### src/rtl/div_pkg.sv
// Shared constants for the arithmetic block: default operand width and the
// divider state encoding.
package div_pkg;

    localparam int DIV_WIDTH = 32;

    localparam logic [1:0] IDLE = 2'd0;
    localparam logic [1:0] ITER = 2'd1;
    localparam logic [1:0] FIX  = 2'd2;

    typedef enum logic [1:0] {
        ST_IDLE = IDLE,
        ST_ITER = ITER,
        ST_FIX  = FIX
    } div_state_e;

endpackage

### src/rtl/div_step.sv
// One radix-2 restoring division step: shift {rem, quo} left, trial-subtract
// the divisor magnitude, keep the difference when it does not go negative.
module div_step #(
    parameter int WIDTH = 32
) (
    input  logic [WIDTH:0]   rem,
    input  logic [WIDTH-1:0] quo,
    input  logic [WIDTH:0]   dvs,
    output logic [WIDTH:0]   next_rem,
    output logic [WIDTH-1:0] next_quo
);

    logic [WIDTH+1:0] shifted_s;
    logic [WIDTH+1:0] diff_s;

    // Trial subtraction carried one bit wider so its sign bit marks a borrow.
    always_comb begin
        shifted_s = {rem, quo[WIDTH-1]};
        diff_s    = shifted_s - {1'b0, dvs};
        if (diff_s[WIDTH+1]) begin
            next_rem = shifted_s[WIDTH:0];
            next_quo = {quo[WIDTH-2:0], 1'b0};
        end else begin
            next_rem = diff_s[WIDTH:0];
            next_quo = {quo[WIDTH-2:0], 1'b1};
        end
    end

endmodule

### src/rtl/seq_signed_divider.sv
// Multi-cycle signed divider: magnitudes are divided by a restoring iteration
// over WIDTH cycles, then signs are applied so results match Verilog / and %.
module seq_signed_divider
    import div_pkg::*;
#(
    parameter int WIDTH = DIV_WIDTH
) (
    input  logic             clk,
    input  logic             reset,
    input  logic             en,
    input  logic             start,
    input  logic [WIDTH-1:0] dividend,
    input  logic [WIDTH-1:0] divisor,
    output logic             busy,
    output logic             done,
    output logic [WIDTH-1:0] quotient,
    output logic [WIDTH-1:0] remainder,
    output logic             div_by_zero
);

    localparam int               CW    = $clog2(WIDTH);
    localparam logic [WIDTH-1:0] ONE   = {{(WIDTH-1){1'b0}}, 1'b1};
    localparam logic [WIDTH-1:0] ALL1  = {WIDTH{1'b1}};
    localparam logic [WIDTH-1:0] ZERO  = {WIDTH{1'b0}};
    localparam logic [WIDTH:0]   ZERO1 = {(WIDTH+1){1'b0}};
    localparam logic [CW-1:0]    CNT0  = {CW{1'b0}};
    localparam logic [CW-1:0]    CNT1  = {{(CW-1){1'b0}}, 1'b1};
    localparam logic [CW-1:0]    CNT_LAST = CW'(WIDTH - 1);

    function automatic logic [WIDTH-1:0] neg(input logic [WIDTH-1:0] x);
        return ~x + ONE;
    endfunction

    // Unsigned magnitude; WIDTH bits suffice because 2^(WIDTH-1) fits unsigned.
    function automatic logic [WIDTH-1:0] mag(input logic [WIDTH-1:0] x);
        return x[WIDTH-1] ? neg(x) : x;
    endfunction

    div_state_e       state_r, state_nxt_s;
    logic [CW-1:0]    count_r;
    logic [WIDTH:0]   rem_r;
    logic [WIDTH-1:0] quo_r;
    logic [WIDTH:0]   dvs_r;
    logic [WIDTH-1:0] dividend_r;
    logic             neg_q_r;
    logic             busy_r;
    logic             done_r;
    logic [WIDTH-1:0] quotient_r;
    logic [WIDTH-1:0] remainder_r;
    logic             dbz_r;

    logic             load_s;
    logic             iter_s;
    logic             fix_s;
    logic [WIDTH:0]   step_rem_s;
    logic [WIDTH-1:0] step_quo_s;

    div_step #(.WIDTH(WIDTH)) u_step (
        .rem      (rem_r),
        .quo      (quo_r),
        .dvs      (dvs_r),
        .next_rem (step_rem_s),
        .next_quo (step_quo_s)
    );

    // Next-state and per-state control strobes.
    always_comb begin
        state_nxt_s = state_r;
        load_s      = 1'b0;
        iter_s      = 1'b0;
        fix_s       = 1'b0;
        case (state_r)
            ST_IDLE: begin
                if (start) begin
                    load_s      = 1'b1;
                    state_nxt_s = ST_ITER;
                end else begin
                    state_nxt_s = ST_IDLE;
                end
            end
            ST_ITER: begin
                iter_s = 1'b1;
                if (count_r == CNT0) begin
                    state_nxt_s = ST_FIX;
                end else begin
                    state_nxt_s = ST_ITER;
                end
            end
            ST_FIX: begin
                fix_s       = 1'b1;
                state_nxt_s = ST_IDLE;
            end
            default: begin
                state_nxt_s = ST_IDLE;
            end
        endcase
    end

    // State, datapath and output registers; en=0 holds everything.
    always_ff @(posedge clk) begin
        if (!reset) begin
            state_r     <= ST_IDLE;
            count_r     <= CNT0;
            rem_r       <= ZERO1;
            quo_r       <= ZERO;
            dvs_r       <= ZERO1;
            dividend_r  <= ZERO;
            neg_q_r     <= 1'b0;
            busy_r      <= 1'b0;
            done_r      <= 1'b0;
            quotient_r  <= ZERO;
            remainder_r <= ZERO;
            dbz_r       <= 1'b0;
        end else if (en) begin
            state_r <= state_nxt_s;
            done_r  <= fix_s;
            if (load_s) begin
                count_r    <= CNT_LAST;
                rem_r      <= ZERO1;
                quo_r      <= mag(dividend);
                dvs_r      <= {1'b0, mag(divisor)};
                dividend_r <= dividend;
                neg_q_r    <= dividend[WIDTH-1] ^ divisor[WIDTH-1];
                busy_r     <= 1'b1;
            end else if (iter_s) begin
                rem_r   <= step_rem_s;
                quo_r   <= step_quo_s;
                count_r <= count_r - CNT1;
            end else if (fix_s) begin
                busy_r <= 1'b0;
                // Zero divisor: the iteration ran anyway for fixed latency; override.
                if (dvs_r == ZERO1) begin
                    quotient_r  <= ALL1;
                    remainder_r <= dividend_r;
                    dbz_r       <= 1'b1;
                end else begin
                    quotient_r  <= neg_q_r ? neg(quo_r) : quo_r;
                    remainder_r <= dividend_r[WIDTH-1] ? neg(rem_r[WIDTH-1:0])
                                                       : rem_r[WIDTH-1:0];
                    dbz_r       <= 1'b0;
                end
            end
        end
    end

    assign busy        = busy_r;
    assign done        = done_r;
    assign quotient    = quotient_r;
    assign remainder   = remainder_r;
    assign div_by_zero = dbz_r;

endmodule
### config.mk
export PLATFORM = sky130hd
export DESIGN_NAME = seq_signed_divider
export DESIGN_NICKNAME = d
export VERILOG_FILES = /design/src/rtl/div_pkg.sv /design/src/rtl/div_step.sv /design/src/rtl/seq_signed_divider.sv
export SDC_FILE = /design/constraint.sdc
export NUM_CORES = 1
export LEC_CHECK = 0
export BUFFER_PORTS_ARGS = -buffer_cell sky130_fd_sc_hd__buf_4
export CORE_MARGIN = 2
export CORE_UTILIZATION = 40
export DETAILED_ROUTE_END_ITERATION = 10
export PLACE_DENSITY = 0.54
export SLEW_MARGIN = 20
export SYNTH_ARGS = -nofsm -noshare
export SYNTH_HDL_FRONTEND = slang
export SYNTH_SLANG_ARGS = --single-unit
### constraint.sdc
create_clock -name clk -period 4.7 [get_ports clk]
set_clock_uncertainty 0.15 [all_clocks]
set_input_delay 0 -clock clk [delete_from_list [all_inputs] [get_ports clk]]
set_output_delay 0 -clock clk [all_outputs]
set_load 0.05 [all_outputs]
==> results.md, run 1 <==
* Antenna Nets Post-Route at 0
* Hold path start: dividend[17]
* Die Span Y at 179 um
* Final Util at 51.0%
* RR Startpoint: rem_r[26]
* Syn Inst Count at 1574
* TritonCTS clock tree: done
* Post-synth EDFFs at 0
* Die width at 179 um
* Initial DRC Count at 712
* Library cells used by synthesis at 71
* CP arrival at 4210 ps
* Rel. slew slack at 28.7%
* Syn. warnings at 0
* Synth Area in XOR/XNOR at 10.7%
* Max-Cap Viols at 0
* Htree depth at 1
* Antenna violations before repair at 0
* Simple-gate portion of the synthesized area at 18.7%
* Vias in the first global route at 10803
* CTS Buf Count at 24
* VDD IR max at 0.237 mV
* Placed insts at 2013
* Worst Path Max Fanout at 38
* Initial core utilization at 40.4%
* Vias at 11899
* RSZ-0062 raised after global routing: false
* Crit path launch type: flip-flop
* Clock transition at path regs at 60 ps
* Global-route wire length before repair at 59.0 mm
* Flops & latches, synth at 204
* Clk_lat worst skew at 530 ps
* Hold Crit Class: in2reg
* Fmax at 256 MHz
* Critical Path End Type: flip-flop
* Final hold vios at 0
* Post-synthesis sequential area ratio at 33.2%
* Area growth syn-to-layout at 26.1%
* First-pass DRT Iterations at 5
* Top_reg_cell synth: dfxtp_1
* Final RePlAce weighted congestion at 0.915
* Largest family of logic cells by synthesized area: compound AO/OA/AOI/OAI gates
* WL/cell at 17.4 um
* Asr flop ratio synth at 0%
* R2R cell count at 9
* Critical path startpoint: rem_r[26]
* Max-slew violations at 0
* Post-synthesis adder-cell area fraction at 3.93%
* DRC viols at 0
* Mean Syn Cell Area at 7.81 um^2
* Setup TNS at 0 ps
* Leakage power figure at 6.37 nW
* DPL Wire Length at 26.6 mm
* Grt ovf at 0
* Number of cell rows at 64
* Setup violation total in the final timing report at 0
* Die area at 32200 um^2
* Total power draw at 4.84 mW
* Worst EP required at 5010 ps
* Compound-Gate Fraction of Synth Area at 25.6%
* P per Cell Area at 312 nW/um^2
* CTS root buffer: clkbuf_16
* CTS Sinks at 204
* I/O Pins at 135
* Final Net Count at 1865
* Post-route insts no fill at 2173
* Resized Gates After CTS at 0
* Worst setup path class: reg2reg
* Vias/cell at 5.48
* Netlist Area Pre-Place at 12300 um^2
* Worst Hold Path Cells at 4
* Floorplan core area at 30400 um^2
* Clock Tree Buf Depth at 3
* Status: completed
* Tot GR Track Use at 22.7%
* I/O Buffers at 134
* Layout cells sized above 1 at 11.9%
* Layout fillers at 2966
* Largest net degree at the start of global routing at 88
* Minimum clock period at 3900 ps
* Worst slew pin tran at 1070 ps
* Crit share post-route at 83.0%
* Multiplexer share of the synthesized area at 2.80%
* Syn_nets at 1680
* Post-Route WL at 37.7 mm
-- critical path, cell delays in order, from the launching register on --
cell and delay [ps]:
dfxtp_1 450, ha_1 380, and3_1 230, o31ai_1 330, a21oi_1 170, nor3_1 200
mux2_2 380, or3_2 920, mux2_2 460, a21oi_1 130
-- power breakdown --
group / leakage (nW) / internal [mW] / switching (mW)
combinational: 4.32 / 0.443 / 0.588
clock: 0.398 / 1.16 / 0.761
sequential: 1.66 / 1.81 / 0.0849
total: 6.37 / 3.41 / 1.43
-- sequential cells by signal, indices dropped and copies added, names as in the netlist, 2 cells and up --
name	flops
remainder	32
quotient	32
quo_r	32
dividend_r	32
rem_r	33
dvs_r	32
count_r	5
state_r	2
-- cells in the final DEF (no fill, tap or decap), drive strengths merged, types with 12 or more instances in the layout --
cell type,instances
nor4,20
nor2b,23
or3,25
o41ai,19
nor2,124
mux2i,31
clkbuf,35
nand3,19
buf,148
xnor2,37
o211ai,14
nor3,12
a31oi,16
inv,60
xor2,113
dlygate4sd3,116
nand2,197
o21ai,126
a21oi,120
ha,37
a21boi,24
or4,17
dfxtp,204
o31ai,44
a211oi,65
-- area by class of cell --
| type | instances | area [um^2] | area share, % |
|---|---|---|---|
| clock buffer | 35 | 712 | 4.59 |
| clock inverter | 8 | 110 | 0.710 |
| sequential | 204 | 4080 | 26.3 |
| timing repair buffer | 264 | 2270 | 14.6 |
| multi-input combinational | 1205 | 7610 | 49.1 |
| antenna | 1 | 2.50 | 0.0161 |
| inverter | 60 | 225 | 1.45 |
| tap | 396 | 495 | 3.19 |
-- what timing repair did --
| item | in CTS | in global routing |
|---|---|---|
| buffers inserted | 0 | 0 |
| hold buffers | 116 | 0 |
| endpoints found under the hold margin | 122 | 0 |
-- cell families (layout without fill, tap and decap cells) --
family	after synthesis	in the layout
and+or+nand+nor	492	492
AOI/OAI and AO/OA	491	491
DFF	204	204
buffers and inverters	165	367
xor gates and xnor gates	150	150
adders and majority gates	38	38
muxes	34	34
other	0	1
-- worst paths after layout --
kind	to	slack [ps]
max reg2reg	quo_r[0]	800
min	dividend_r[17]	180
max	quo_r[0]	800
min reg2reg	dividend_r[11]	310
-- through the flow --
| step | instance area, um^2 | setup slack (ps) | hold WS [ps] |
|---|---|---|---|
| 3_3_place_gp | 13500 | 906 | 140 |
| 5_1_grt | 15500 | 512 | 186 |
| 6_report | 15500 | 800 | 177 |
| 2_1_floorplan | 12300 | 1440 | -14.0 |
| 4_1_cts | 15500 | 824 | 135 |
| 3_5_place_dp | 13500 | 831 | 146 |
-- metal layers --
metal	part of all wire, %	vias to the layer above	track usage [%]
li1	-	6013	-
met1	49	5572	33.3
met2	45	268	35.8
met3	4.3	46	2.68
met4	1.6	0	4.40
met5	0	-	0
-- cells in the mapped netlist (20+ instances only) --
master / count / area share, %
ha_1: 37 / 3.8
xor2_1: 113 / 8.0
nor4_1: 20 / 1.0
clkbuf_1: 97 / 3.0
o21ai_0: 110 / 4.5
a211oi_1: 65 / 4.0
mux2i_1: 31 / 2.5
a21oi_1: 119 / 4.8
dfxtp_1: 204 / 33
inv_1: 59 / 1.8
or3_1: 24 / 1.2
nand2_1: 197 / 6.0
xnor2_1: 37 / 2.6
nor2_1: 124 / 3.8
o31ai_1: 43 / 2.6
nor2b_1: 23 / 1.2
a21boi_0: 24 / 1.5
Note: power is estimated with default switching activity, not from simulation.
==> inputs of run 2 (changes only) <==
Settings changed: ABC_AREA from default to 1.
Clock period 4.7 ns to 4.1 ns, I/O delays scaled along.
==> run 2 against run 1 <==
Compared with the run above: global-route usage rose by 6.1 points; die area rose by 16%; clock power rose by 13%; critical path depth rose by 7; critical endpoint is now quo_r[28]; cell count rose by 38%; non-clock buffer count fell by 13; largest cell class unchanged; flip-flop and latch count did not move; via count rose by 34%.
==> results.md, run 2 <==
* Area growth syn-to-layout at 21.4%
* Worst Hold Path Cells at 4 (unchanged)
* Flops & latches, synth at 204 (unchanged)
* RSZ-0062 raised after global routing: false
* Vias/cell at 5.30 (-3.3%)
* Clock network power share at 38.0% (-1.7 points)
* Final Net Count at 2628 (+41%)
* Grt ovf at 0 (unchanged)
* Clock transition at path regs at 60 ps (about the same)
* Commonest non-fill, non-tap cell in the layout: nand2_1
* Setup TNS at 0 ps (unchanged)
* Layout cells sized above 1 at 10.2% (-1.7 points)
* Hold Crit Class: in2reg
* Net load switching power at 1.89 mW (+32%)
* Max-Cap Viols at 0 (unchanged)
* DRC viols at 0 (unchanged)
* Worst Path Max Fanout at 4 (-89%)
* Mean Syn Cell Area at 6.11 um^2 (-22%)
* Post-synthesis sequential area ratio at 28.5% (-4.7 points)
* Crit share post-route at 79.5%
* DPL Wire Length at 42.3 mm (+59%)
* Worst setup path class: in2reg
* Max-slew violations at 0 (unchanged)
* Most frequent cell after synthesis: nand2_1
* CTS root buffer: clkbuf_16
* Final RePlAce weighted congestion at 0.927 (+1.2%)
* Syn_nets at 2451 (+46%)
* TritonCTS clock tree: done
* Critical Path End Type: flip-flop
* Resized Gates After CTS at 0 (unchanged)
* R2r setup slk at 1050 ps (+250 ps)
* RR Startpoint: rem_r[22]
* Layout fillers at 3725 (+26%)
* Fin area at 17400 um^2 (+12%)
* Pint at 3.80 mW (+12%)
* N_diodes at 0 (-1)
* WL/cell at 18.4 um (+5.9%)
* Most frequent cells after synthesis: nand2_1 (578), inv_1 (367), nand3_1 (214), dfxtp_1 (204), a21oi_1 (200)
* Library cells used by synthesis at 47 (-34%)
* Rel. slew slack at 33.8% (+5.1 points)
* Post-Route WL at 55.2 mm (+46%)
* Post-synth EDFFs at 0 (unchanged)
* Leading cell types in the layout, fill and taps excluded: nand2_1 (578), inv_1 (366), nand3_1 (214)
* CTS Buf Count at 25 (+4.2%)
* Die area at 37400 um^2 (+16%)
* Reg area at 4080 um^2 (unchanged)
* R2R cell count at 13 (+4)
* Asr flop ratio synth at 0% (unchanged)
* Vias in the first global route at 14840 (+37%)
* Hold path start: dividend[5]
* Final hold vios at 0 (unchanged)
* VDD IR max at 0.339 mV (+43%)
* Die width at 193 um (+7.8%)
* Flop pwr share at 37.8% (-1.3 points)
* First-pass DRT Iterations at 6 (+1)
* RR Endpoint: rem_r[1]
* Initial DRC Count at 1456 (+100%)
* Number of cell rows at 69 (+7.8%)
* Biggest register: rem_r
* Syn. warnings at 0 (unchanged)
* Status: completed
* Setup violation total in the final timing report at 0 (unchanged)
* Worst slew pin tran at 993 ps (-73.4 ps)
* Hold Path End: dividend_r[5]
* Minimum clock period at 3260 ps
* Top cell type by total area after synthesis: dfxtp_1
* Antenna Nets Post-Route at 0 (unchanged)
* I/O Pins at 135 (unchanged)
* Leakage power figure at 8.42 nW (+32%)
* Tot GR Track Use at 28.8% (+6.1 points)
* Hold WS at 152 ps (-25.5 ps)
* Clk_lat worst skew at 540 ps (about the same)
* Floorplan core area at 35400 um^2 (+16%)
* Netlist Area Pre-Place at 14300 um^2 (+17%)
* Top_reg_cell synth: dfxtp_1
* Die Span Y at 193 um (+7.8%)
* Largest net degree at the start of global routing at 94 (+6.8%)
* Clock Tree Buf Depth at 3 (unchanged)
* Crit path launch type: primary input
* Synth top area share at 28.5% (-4.7 points)
* Syn Inst Count at 2345 (+49%)
* Dominant cells by area after synthesis: dfxtp_1 (28%), nand2_1 (15%), inv_1 (9.6%)
* CP arrival at 3580 ps (-630 ps)
* Initial core utilization at 40.5% (+0.076 points)
* Fmax at 307 MHz
* Multi-input gate area at 8400 um^2 (+10%)
* Max FFs per register at 33 (unchanged)
* I/O Buffers at 134 (unchanged)
* CTS Sinks at 204 (unchanged)
* Antenna violations before repair at 0 (unchanged)
* Global-route wire length before repair at 85.7 mm (+45%)
* Worst EP required at 4420 ps (-590 ps)
* Gate power share at 24.1% (+2.8 points)
* DP Area at 15600 um^2 (+16%)
* Switching Share at 33.2% (+3.6 points)
* Vias at 15886 (+34%)
* Htree depth at 1 (unchanged)
* P per Cell Area at 327 nW/um^2 (+4.8%)
==> run 2: worst max path at each step <==
stage / startpoint / endpoint / slack [ps] / depth (start not counted)
final: dividend[1] / quo_r[28] / 840 / 16
after detailed placement: rem_r[7] / rem_r[2] / 1110 / 15
after floorplan: quo_r[31] / rem_r[32] / 1980 / 16
after global routing: dividend[1] / quo_r[28] / 530 / 16
after global placement: rem_r[25] / quo_r[0] / 1080 / 11
after CTS: dividend[1] / quo_r[28] / 940 / 16
==> run 2: timing repair <==
action | CTS | global route
hold buffers | 97 | 0
buffers inserted | 0 | 0
hold endpoints to repair | 123 | 0
==> run 2: routing by layer <==
metal	vias to the layer above	track usage, %	wire [um]
li1	7953	-	-
met4	0	5.12	847
met3	53	2.84	3290
met2	525	44.4	23400
met1	7355	43.7	27600
met5	-	0	0
==> run 2: worst max-delay path, stage by stage <==
cell and delay [ps]:
dlygate4sd3_1 530, buf_4 140, inv_1 90, ha_1 180, nand3_1 120, nor2_1 170
nand2_1 170, inv_2 110, nand4_1 250, o21ai_1 340, nand2_1 90, a21oi_1 120
dlygate4sd3_1 560, nand2_1 50, dlygate4sd3_1 550, a21oi_1 110
==> run 2: area by class of cell <==
cell class | instances | share of cell area [%]
multi-input combinational | 1665 | 48.3
sequential | 204 | 23.5
timing repair buffer | 251 | 12.3
inverter | 375 | 8.09
clock buffer | 33 | 4.05
tap | 461 | 3.31
clock inverter | 10 | 0.503
==> run 2: power groups by stage <==
stage          Combinational [mW]  Sequential, mW  Clock, mW
6_report                     1.38            2.15       2.17
5_1_grt                      1.52            2.16       2.29
4_1_cts                      1.36            2.15       2.21
3_5_place_dp                 1.27            2.19          0
3_3_place_gp                 1.27            2.19          0
2_1_floorplan               0.832            2.19          0
==> run 2: kinds of logic (layout without fill, tap and decap cells) <==
family / after synthesis / after routing / share of synthesized area, %
AO/OA/AOI/OAI: 450 / 450 / 17.2
adder cells (fa/ha/maj): 38 / 38 / 3.37
flip-flops: 204 / 204 / 28.5
XOR/XNOR: 56 / 56 / 3.42
AND/OR/NAND/NOR: 1121 / 1121 / 34.5
buffers and inverters: 476 / 669 / 13.0
==> run 2: stage by stage <==
| stage | setup slack, ps | total power [mW] | utilization, % | instances |
|---|---|---|---|---|
| after floorplan | 1980 | 3.02 | - | 2345 |
| after global placement | 1080 | 3.46 | 44.2 | 2859 |
| after detailed placement | 1110 | 3.46 | 44.2 | 2859 |
| after CTS | 945 | 5.71 | 49.2 | 2999 |
| after global routing | 533 | 5.97 | 49.2 | 2999 |
| final | 842 | 5.69 | 49.2 | 2999 |
